**config.mk**
```make
export PLATFORM = sky130hd
export DESIGN_NAME = execute_muldiv
export DESIGN_NICKNAME = d
export VERILOG_FILES = /design/src/rtl/execute_pkg.sv /design/src/rtl/execute_alu.sv /design/src/rtl/muldiv_iter.sv /design/src/rtl/execute_muldiv.sv
export SDC_FILE = /design/constraint.sdc
export NUM_CORES = 2
export LEC_CHECK = 0
export ABC_AREA = 1
export BUFFER_PORTS_ARGS = -buffer_cell sky130_fd_sc_hd__buf_2
export CAP_MARGIN = 20
export CORE_MARGIN = 2
export CORE_UTILIZATION = 42
export CTS_CLUSTER_DIAMETER = 150
export DETAILED_ROUTE_END_ITERATION = 10
export PLACE_DENSITY = 0.66
export SLEW_MARGIN = 40
export SYNTH_ARGS = -nofsm -noshare
export SYNTH_HDL_FRONTEND = slang
export SYNTH_SLANG_ARGS = --single-unit
```
**constraint.sdc**
```tcl
create_clock -name clk -period 11.3 [get_ports clk]
set_input_delay 2.26 -clock clk [delete_from_list [all_inputs] [get_ports clk]]
set_output_delay 2.26 -clock clk [all_outputs]
set_load 0.01 [all_outputs]
```
**src/rtl/execute_pkg.sv**
```systemverilog
// Shared types and encodings for the execute stage and its iterative M-extension unit.
package execute_pkg;

    localparam int XLEN_DEFAULT = 32;

    typedef enum logic [2:0] {
        MD_MUL, MD_MULH, MD_MULHSU, MD_MULHU,
        MD_DIV, MD_DIVU, MD_REM, MD_REMU
    } muldiv_op_t;

    typedef enum logic [1:0] {
        MD_IDLE, MD_RUN, MD_DONE
    } md_state_t;

    localparam logic [1:0] FWD_REG  = 2'b00;
    localparam logic [1:0] FWD_RESW = 2'b01;
    localparam logic [1:0] FWD_ALUM = 2'b10;
    localparam logic [1:0] FWD_ZERO = 2'b11;

    localparam logic [3:0] ALU_ADD  = 4'd0;
    localparam logic [3:0] ALU_SUB  = 4'd1;
    localparam logic [3:0] ALU_AND  = 4'd2;
    localparam logic [3:0] ALU_OR   = 4'd3;
    localparam logic [3:0] ALU_XOR  = 4'd4;
    localparam logic [3:0] ALU_SLT  = 4'd5;
    localparam logic [3:0] ALU_SLTU = 4'd6;
    localparam logic [3:0] ALU_SLL  = 4'd7;
    localparam logic [3:0] ALU_SRL  = 4'd8;
    localparam logic [3:0] ALU_SRA  = 4'd9;

    function automatic logic md_is_div(input muldiv_op_t op);
        return op inside {MD_DIV, MD_DIVU, MD_REM, MD_REMU};
    endfunction

    function automatic logic md_a_signed(input muldiv_op_t op);
        return op inside {MD_MULH, MD_MULHSU, MD_DIV, MD_REM};
    endfunction

    function automatic logic md_b_signed(input muldiv_op_t op);
        return op inside {MD_MULH, MD_DIV, MD_REM};
    endfunction

endpackage

```
**src/rtl/execute_alu.sv**
```systemverilog
// Base execute-stage ALU: combinational, zero flag feeds branch resolution.
module execute_alu
    import execute_pkg::*;
#(
    parameter int XLEN = XLEN_DEFAULT
) (
    input  logic [XLEN-1:0] a,
    input  logic [XLEN-1:0] b,
    input  logic [3:0]      ctrl,
    output logic [XLEN-1:0] result,
    output logic            zero
);
    localparam int SH_W = $clog2(XLEN);

    logic [SH_W-1:0] shamt;
    assign shamt = b[SH_W-1:0];

    always_comb begin
        result = '0;
        case (ctrl)
            ALU_ADD:  result = a + b;
            ALU_SUB:  result = a - b;
            ALU_AND:  result = a & b;
            ALU_OR:   result = a | b;
            ALU_XOR:  result = a ^ b;
            ALU_SLT:  result = {{(XLEN-1){1'b0}}, $signed(a) < $signed(b)};
            ALU_SLTU: result = {{(XLEN-1){1'b0}}, a < b};
            ALU_SLL:  result = a << shamt;
            ALU_SRL:  result = a >> shamt;
            ALU_SRA:  result = $signed(a) >>> shamt;
            default:  result = '0;
        endcase
    end

    assign zero = (result == '0);
endmodule

```
**src/rtl/muldiv_iter.sv**
```systemverilog
// Radix-2 iterative multiply / restoring divide. Works on magnitudes; sign is applied
// combinationally while the result is presented in DONE.
module muldiv_iter
    import execute_pkg::*;
#(
    parameter int XLEN     = XLEN_DEFAULT,
    parameter int MD_CNT_W = $clog2(XLEN) + 1
) (
    input  logic            clk,
    input  logic            reset,
    input  logic            start,
    input  logic            flush,
    input  logic            hold,
    input  muldiv_op_t      op,
    input  logic [XLEN-1:0] a,
    input  logic [XLEN-1:0] b,
    output logic            busy,
    output logic            done,
    output logic            idle,
    output logic [XLEN-1:0] result
);
    localparam logic [MD_CNT_W-1:0] LAST    = MD_CNT_W'(XLEN - 1);
    localparam logic [XLEN-1:0]     MIN_NEG = {1'b1, {(XLEN-1){1'b0}}};

    md_state_t             state, state_nx;
    logic [MD_CNT_W-1:0]   cnt;
    muldiv_op_t            op_q;
    logic [XLEN-1:0]       hi, lo, bm;
    logic                  neg_q, neg_r;

    logic                  a_neg, b_neg, div0, ovf;
    logic [XLEN-1:0]       a_mag, b_mag;
    logic [XLEN:0]         mul_sum, div_sh, div_diff;
    logic [2*XLEN-1:0]     prod, prod_fix;

    assign a_neg = md_a_signed(op) & a[XLEN-1];
    assign b_neg = md_b_signed(op) & b[XLEN-1];
    assign a_mag = a_neg ? -a : a;
    assign b_mag = b_neg ? -b : b;
    assign div0  = md_is_div(op) & (b == '0);
    assign ovf   = (op == MD_DIV || op == MD_REM) && (a == MIN_NEG) && (b == '1);

    // hi:lo is the product while multiplying, remainder:quotient while dividing
    assign mul_sum  = {1'b0, hi} + (lo[0] ? {1'b0, bm} : '0);
    assign div_sh   = {hi, lo[XLEN-1]};
    assign div_diff = div_sh - {1'b0, bm};

    always_comb begin
        state_nx = state;
        busy     = 1'b0;
        case (state)
            MD_IDLE: begin
                busy = start;
                if (start) state_nx = (div0 || ovf) ? MD_DONE : MD_RUN;
            end
            MD_RUN: begin
                busy = 1'b1;
                if (cnt == LAST) state_nx = MD_DONE;
            end
            MD_DONE: if (!hold) state_nx = MD_IDLE;
            default: state_nx = MD_IDLE;
        endcase
        if (flush) state_nx = MD_IDLE;
    end

    always_ff @(posedge clk) begin
        if (reset) begin
            state <= MD_IDLE;
            cnt   <= '0;
            op_q  <= MD_MUL;
            hi    <= '0;
            lo    <= '0;
            bm    <= '0;
            neg_q <= 1'b0;
            neg_r <= 1'b0;
        end else begin
            state <= state_nx;
            case (state)
                MD_IDLE: if (start) begin
                    op_q <= op;
                    cnt  <= '0;
                    bm   <= b_mag;
                    if (div0) begin
                        hi    <= a;
                        lo    <= '1;
                        neg_q <= 1'b0;
                        neg_r <= 1'b0;
                    end else if (ovf) begin
                        hi    <= '0;
                        lo    <= MIN_NEG;
                        neg_q <= 1'b0;
                        neg_r <= 1'b0;
                    end else begin
                        hi    <= '0;
                        lo    <= a_mag;
                        neg_q <= a_neg ^ b_neg;
                        neg_r <= a_neg;
                    end
                end
                MD_RUN: begin
                    cnt <= cnt + 1'b1;
                    if (md_is_div(op_q)) begin
                        hi <= div_diff[XLEN] ? div_sh[XLEN-1:0] : div_diff[XLEN-1:0];
                        lo <= {lo[XLEN-2:0], ~div_diff[XLEN]};
                    end else begin
                        hi <= mul_sum[XLEN:1];
                        lo <= {mul_sum[0], lo[XLEN-1:1]};
                    end
                end
                default: ;
            endcase
        end
    end

    assign prod     = {hi, lo};
    assign prod_fix = neg_q ? -prod : prod;

    always_comb begin
        result = lo;
        case (op_q)
            MD_MUL:                       result = prod_fix[XLEN-1:0];
            MD_MULH, MD_MULHSU, MD_MULHU: result = prod_fix[2*XLEN-1:XLEN];
            MD_DIV, MD_DIVU:              result = neg_q ? -lo : lo;
            default:                      result = neg_r ? -hi : hi;
        endcase
    end

    assign done = (state == MD_DONE);
    assign idle = (state == MD_IDLE);
endmodule

```
**src/rtl/execute_muldiv.sv**
```systemverilog
// Execute stage with forwarding muxes, ALU, branch target and an iterative M-extension unit
// that holds the pipeline via BusyE and presents its result on ALUResultE in DONE.
module execute_muldiv
    import execute_pkg::*;
#(
    parameter int XLEN     = XLEN_DEFAULT,
    parameter int MD_CNT_W = $clog2(XLEN) + 1
) (
    input  logic            clk,
    input  logic            reset,
    input  logic            JumpE,
    input  logic            BranchE,
    input  logic            ALUSrcE,
    input  logic [1:0]      ForwardAE,
    input  logic [1:0]      ForwardBE,
    input  logic [3:0]      ALUControlE,
    input  logic            MulDivE,
    input  logic [2:0]      MulDivOpE,
    input  logic            StallE,
    input  logic            FlushE,
    input  logic [XLEN-1:0] PCE,
    input  logic [XLEN-1:0] ExtImmE,
    input  logic [XLEN-1:0] RD1E,
    input  logic [XLEN-1:0] RD2E,
    input  logic [XLEN-1:0] ALUResultM,
    input  logic [XLEN-1:0] ResultW,
    output logic [XLEN-1:0] ALUResultE,
    output logic [XLEN-1:0] WriteDataE,
    output logic [XLEN-1:0] PCTargetE,
    output logic            PCSrcE,
    output logic            BusyE
);
    logic [XLEN-1:0] SrcAE, SrcBE, AluRawE, MdResultE;
    logic            ZeroE, MdDoneE, MdIdleE;

    always_comb begin
        case (ForwardAE)
            FWD_REG:  SrcAE = RD1E;
            FWD_RESW: SrcAE = ResultW;
            FWD_ALUM: SrcAE = ALUResultM;
            default:  SrcAE = '0;
        endcase
        case (ForwardBE)
            FWD_REG:  WriteDataE = RD2E;
            FWD_RESW: WriteDataE = ResultW;
            FWD_ALUM: WriteDataE = ALUResultM;
            default:  WriteDataE = '0;
        endcase
    end

    assign SrcBE     = ALUSrcE ? ExtImmE : WriteDataE;
    assign PCTargetE = PCE + ExtImmE;

    execute_alu #(.XLEN(XLEN)) u_alu (
        .a      (SrcAE),
        .b      (SrcBE),
        .ctrl   (ALUControlE),
        .result (AluRawE),
        .zero   (ZeroE)
    );

    // The M unit always takes rs2 from the forwarded register value, never the immediate
    muldiv_iter #(.XLEN(XLEN), .MD_CNT_W(MD_CNT_W)) u_md (
        .clk    (clk),
        .reset  (reset),
        .start  (MulDivE & ~FlushE),
        .flush  (FlushE),
        .hold   (StallE),
        .op     (muldiv_op_t'(MulDivOpE)),
        .a      (SrcAE),
        .b      (WriteDataE),
        .busy   (BusyE),
        .done   (MdDoneE),
        .idle   (MdIdleE),
        .result (MdResultE)
    );

    assign ALUResultE = MdDoneE ? MdResultE : AluRawE;
    assign PCSrcE     = MdIdleE & ((ZeroE & BranchE) | JumpE);
endmodule

```
=== Yosys cells after proc, flatten, opt, wreduce, memory -nomap -nowiden ===
Index checks and enable logic that the tools add are counted.

* Bits in registers: 109
* Word-level logic and storage cells: 127
* Input bits: 211

* Muxes and demuxes: 34
* Equal/unequal tests: 34
* Reductions and logical operators: 22
* Bitwise logic cells: 13
* Shift operators: 3
* Order comparisons: 2
* Add/sub/neg operators: 11

{| class="wikitable"
|+ Operators with widths
! cell !! number
|-
| $mux 32 || 15
|-
| $pmux 32 s10 || 1
|-
| $pmux 32 s3 || 3
|-
| $neg 32->32 || 4
|-
| $pmux 32 s2 || 2
|-
| $add 32x32->32 || 2
|-
| $eq 32x32->1 const B || 2
|-
| $logic_not 32->1 || 2
|-
| $lt 32x32->1 || 2
|-
| $mux 64 || 1
|-
| $neg 64->64 || 1
|-
| $add 32x33->33 || 1
|-
| $sub 33x32->33 || 1
|-
| $and 32x32->32 || 1
|-
| $or 32x32->32 || 1
|-
| $shl 32x5->32 || 1
|-
| $shr 32x5->32 || 1
|-
| $sshr 32x5->32 || 1
|-
| $sub 32x32->32 || 1
|-
| $xor 32x32->32 || 1
|-
| $eq 3x3->1 const B || 8
|-
| $eq 4x3->1 const B || 4
|-
| $pmux 6 s2 || 1
|-
| $reduce_bool 4->1 || 3
|-
| 31 further kinds || 59
|}

=== Depth between registers and ports, before layout ===
* Word-level depth: 9
* Mapped depth: 31
* Mapped depth without buffers: 29

=== Modules after synthesis ===
Synthesis repeated with hierarchy kept, for this count alone.

* Cell total of the unflattened synthesis: 5,882
* Area, all modules: 30,229.0 um^2

{| class="wikitable"
|+ Modules (own cells, without submodules)
! module !! instances !! seq. area each (um^2) !! cells each !! area an instance (um^2)
|-
| muldiv_iter || 1 || 2,182.1 || 2,848 || 15,307.2
|-
| execute_alu || 1 || 0.0 || 2,175 || 10,417.5
|-
| execute_muldiv || 1 || 0.0 || 859 || 4,504.3
|}

=== Least setup slack after synthesis ===
No wires, ideal clock.

* Kind: input-to-output
* Start point: input ForwardAE[1]
* End point: output PCSrcE
* Setup slack: 3.467 ns
* Arrival time: 5.573 ns
* Cell stages on the path: 28
* Data required time: 9.040 ns
* Path through: buf_4 > inv_2 > nor2_1 > buf_2 > nand2_1 > nand2_1 > nor2_2 > inv_1 > ha_1 > inv_1 > fa_1 > o21ai_1 > nand2_1 > nand2_1 > nand2_1 > nand2_1 > nand3b_1 > nand2_1 > nand2_1 > nand3_1 > nand2_1 > nor3_1 > nand2_1 > nor2_1 > nand2_1 > nor2_1 > nand3_1 > a21oi_1

* Cells in the longest elaborated chain, start to end: 8

{| class="wikitable"
|+ RTL lines
! item !! line !! RTL
|-
| start, declared || execute_muldiv.sv:14 || <nowiki>input logic [1:0] ForwardAE,</nowiki>
|-
| $eq 2x2->1, or another cell as far along || execute_muldiv.sv:37 || <nowiki>case (ForwardAE)</nowiki>
|-
| $pmux 32 s3 * || execute_muldiv.sv:37 ||
|-
| $sub 32x32->32, or another cell as far along || execute_alu.sv:22 || <nowiki>ALU_SUB: result = a - b;</nowiki>
|-
| $pmux 32 s10 * || execute_alu.sv:20 || <nowiki>case (ctrl)</nowiki>
|-
| $logic_not 32->1 * || execute_alu.sv:35 || <nowiki>assign zero = (result == '0);</nowiki>
|-
| $and 1x1->1 * || execute_muldiv.sv:79 || <nowiki>assign PCSrcE = MdIdleE & ((ZeroE & BranchE) | JumpE);</nowiki>
|-
| $or 1x1->1 * || execute_muldiv.sv:79 ||
|-
| $and 1x1->1 * || execute_muldiv.sv:79 ||
|-
| end, declared || execute_muldiv.sv:30 || <nowiki>output logic PCSrcE,</nowiki>
|}

Mark *: on every way between the ends. The rest lies on a longest branch, timed or not.

=== Final worst setup path ===
* Start point: input ForwardAE[0]
* End point: output PCSrcE

The elaborated chain is that of the path after synthesis.

==> impl_metrics.csv <==
group,metric,value,unit
floorplan,start_util,42.5,%
hold_path,hold_path_depth,2,
critical_path,worst_ep_required_time,9.04,ns
timing,post-route-min-period,10.82,ns
clocking,cts_buffer_depth,2,
critical_path,cp_slowest_cell,"nor2_2",
route,num_vias,37900,
route,drc,0,
timing,max_freq,92.4,MHz
power_and_ir_drop,p_per_area,86.9,mW/mm^2
timing,finClkSkew,0.0244,ns
route,wl_per_cell,27.3,um
critical_path,path_max_fanout,29,
timing,setup_viol,0,
floorplan,ioPinCount,309,
placement,hpwlAfterDp,136,mm
clocking,htreeDepth,3,
cells_and_area,area_growth,9.84,%
synthesis,yosysWarnings,0,
route,drt-total-wl,166,mm
placement,portBuffers,308,
synthesis,synth_edf_count,0,
critical_path,critPathMostFrequentCell,"nand2_1",
grt,grt_pass1_vias,34900,
synthesis,netlist_area,0.0269,mm^2
cells_and_area,drive_gt1_share,10.0,%
placement,post_dp_cell_area,0.0292,mm^2
grt,grt_max_degree,76,
clocking,postCtsSetupBuffers,0,
critical_path,r2r_setup_slack,6.81,ns
placement,place_congestion,1.11,
critical_path,r2r-end,"u_md.hi[14]$_SDFFE_PP0P_",
clocking,post_cts_resized,0,
synthesis,syn-num-nets,5468,
clocking,cts_made_buffers,9,
hold_path,worstHoldEndpoint,"u_md.cnt[5]$_SDFFE_PP0P_",
floorplan,core,0.0632,mm^2
critical_path,reg2reg_depth,19,
grt,grt_pass1_wl,238,mm
status,run_status,"complete, no violations",
clocking,cts_tree,"done",
cells_and_area,fin_util,46.7,%
power_and_ir_drop,p_leak,15.4,nW
clocking,worst_skew_pair.late_latency,0.40,ns
floorplan,row_count,92,
clocking,cts_root_buffer,"clkbuf_16",
floorplan,dieArea,0.0660,mm^2
timing,postLayoutSetupSlackWorst,0.476,ns
placement,pre_cts_slack,0.851,ns
timing,max_slew_margin,35.3,%
critical_path,end_kind,"primary output",
cells_and_area,finalNonFillerCells,6089,
grt,grt_usage,48.3,%
synthesis,synth_cells,5051,
timing,rsz0062_at_grt,"no",
power_and_ir_drop,irDropWorstVdd,0.0757,mV
synthesis,synth_area_per_cell,5.32,um^2
timing,slew_viol_final,0,
cells_and_area,final_area,0.0295,mm^2
grt,antenna_found_initial,19,
hold_path,hp-start,"u_md.cnt[5]$_SDFFE_PP0P_",
clocking,clk_pin_slew,0.08,ns
hold_path,worst_hold_path_type,"reg2reg",
critical_path,critPathKind,"in2out",
route,drt_first_pass_iters,7,
critical_path,crit_family,"simple AND/OR/NAND/NOR gates",
route,avgViaCountPerCell,6.22,
cells_and_area,nets,5647,
critical_path,max_stage_delay,0.71,ns
floorplan,fp.dieW,257,um
timing,max_slew.worst_pin.slew,0.967,ns
synthesis,ys_seq_area_share,8.12,%
power_and_ir_drop,power,2.56,mW
flow_run,cap_violations,0,
clocking,hold_buffers,0,
timing,fin_crit_sh,95.8,%
timing,hold_viol,0,
timing,finalSetupTns,0,ns
critical_path,cp-start-kind,"input port",
synthesis,synthDistinctLibCells,60,
critical_path,r2r-start,"u_md.hi[0]$_SDFFE_PP0P_",
synthesis,synth-seq-cells,109,
timing,whs,0.479,ns
critical_path,arrival,8.56,ns
critical_path,critPathBufInv,6,
clocking,clock_sinks,109,
route,drt-initial-drc-count,5960,
synthesis,async_flop_share,0,%
grt,grt_overflow_total,0,
synthesis,synth-main-ff-cell,"dfxtp_1",
route,ant_nets,0,
floorplan,die_h,257,um
placement,numPlacedInstances,6064,
## worst min-delay path, cell delays in order, from the launching register on
cell and delay [ns]:
dfxtp_1 0.31, nand2_1 0.06, a21oi_1 0.06
## power by group
group	switching (mW)	internal, mW	total, mW
combinational	1.31	0.480	1.79
sequential	0.0387	0.406	0.445
clock	0.180	0.153	0.333
total	1.52	1.04	2.56
## registers in the layout (all words and copies together) (netlist names)
register	count
u_md.bm	32
u_md.hi	32
u_md.lo	32
u_md.cnt	6
u_md.op_q	3
u_md.state	2
u_md.neg_q	1
u_md.neg_r	1
## layout make-up
type / instances / area (um^2)
clock inverter: 7 / 60.1
tap: 846 / 1060
multi-input combinational: 4064 / 21300
sequential: 109 / 2180
timing repair buffer: 393 / 2170
clock buffer: 9 / 225
fill: 7281 / 33700
antenna: 8 / 20.0
inverter: 653 / 2450
## cell families (layout without fill, tap and decap cells)
family	count (synthesis)	after routing	synth area share [%]
adder cells (fa/ha/maj)	206	206	9.73
XOR/XNOR	126	126	4.11
AO/OA/AOI/OAI	1128	1128	23.4
other	0	8	0
flip-flops	109	109	8.12
buffers and inverters	878	1062	12.9
AND/OR/NAND/NOR	2604	2604	41.7
## metal layers
layer	wire [um]	global-route usage [%]	vias to the layer above
met4	13100	32.0	24
met2	68900	72.7	2722
met5	161	0	-
met1	62100	59.1	17300
li1	-	-	17200
met3	21700	15.2	631
## cell usage after synthesis, types with 5 or more instances
| cell | n | area [um^2] |
|---|---|---|
| a211oi_1 | 5 | 37.5 |
| a21boi_0 | 14 | 105 |
| a21o_1 | 11 | 82.6 |
| a21oi_1 | 418 | 2090 |
| a221oi_1 | 22 | 193 |
| a31oi_1 | 62 | 388 |
| and3_1 | 7 | 43.8 |
| buf_1 | 21 | 78.8 |
| buf_2 | 51 | 255 |
| buf_4 | 9 | 67.6 |
| buf_6 | 9 | 101 |
| clkbuf_1 | 135 | 507 |
| clkinv_1 | 10 | 37.5 |
| dfxtp_1 | 109 | 2180 |
| fa_1 | 5 | 100 |
| ha_1 | 201 | 2510 |
| inv_1 | 626 | 2350 |
| inv_2 | 17 | 63.8 |
| nand2_1 | 1157 | 4340 |
| nand2_2 | 5 | 31.3 |
| nand3_1 | 658 | 3290 |
| nand3_2 | 5 | 50.1 |
| nand3b_1 | 6 | 45.0 |
| nand4_1 | 47 | 294 |
| nor2_1 | 556 | 2090 |
| nor2_2 | 23 | 144 |
| nor2_4 | 8 | 90.1 |
| nor3_1 | 73 | 365 |
| nor4_1 | 25 | 156 |
| o211ai_1 | 48 | 360 |
| o21a_1 | 14 | 105 |
| o21ai_0 | 414 | 2070 |
| o21ai_1 | 18 | 90.1 |
| o21bai_1 | 14 | 105 |
| o221ai_1 | 15 | 131 |
| o22ai_1 | 39 | 244 |
| o31ai_1 | 9 | 67.6 |
| or2_2 | 22 | 138 |
| xnor2_1 | 32 | 280 |
| xor2_1 | 94 | 823 |
## how the worst max path moves through the flow
stage	startpoint	end	cells after the start
finish	ForwardAE[0]	PCSrcE	26
global route	ForwardAE[0]	PCSrcE	26
CTS	ForwardAE[0]	PCSrcE	26
detailed placement	ForwardAE[0]	PCSrcE	26
global placement	ForwardAE[0]	PCSrcE	26
floorplan	ForwardAE[1]	PCSrcE	28
## placed cells by master (no fill, tap or decap), types with 8 or more instances in the layout
| cell | n |
|---|---|
| dfxtp_1 | 107 |
| inv_2 | 17 |
| xor2_1 | 94 |
| inv_1 | 626 |
| o21bai_1 | 14 |
| a221oi_1 | 22 |
| o22ai_1 | 39 |
| diode_2 | 8 |
| a21o_1 | 11 |
| nor3_1 | 72 |
| xnor2_1 | 32 |
| a21oi_1 | 418 |
| o211ai_1 | 48 |
| o21ai_1 | 18 |
| ha_1 | 201 |
| buf_4 | 83 |
| a31oi_1 | 62 |
| or2_2 | 22 |
| nand3_1 | 658 |
| a21boi_0 | 14 |
| clkinv_1 | 9 |
| clkbuf_16 | 9 |
| o221ai_1 | 15 |
| nor2_4 | 12 |
| o21a_1 | 14 |
| nand4_1 | 47 |
| o21ai_0 | 412 |
| buf_2 | 309 |
| nor2_2 | 31 |
| nor2_1 | 544 |
| nand2_1 | 1156 |
| nor4_1 | 25 |
No activity file was read; power rests on OpenSTA's default activity.
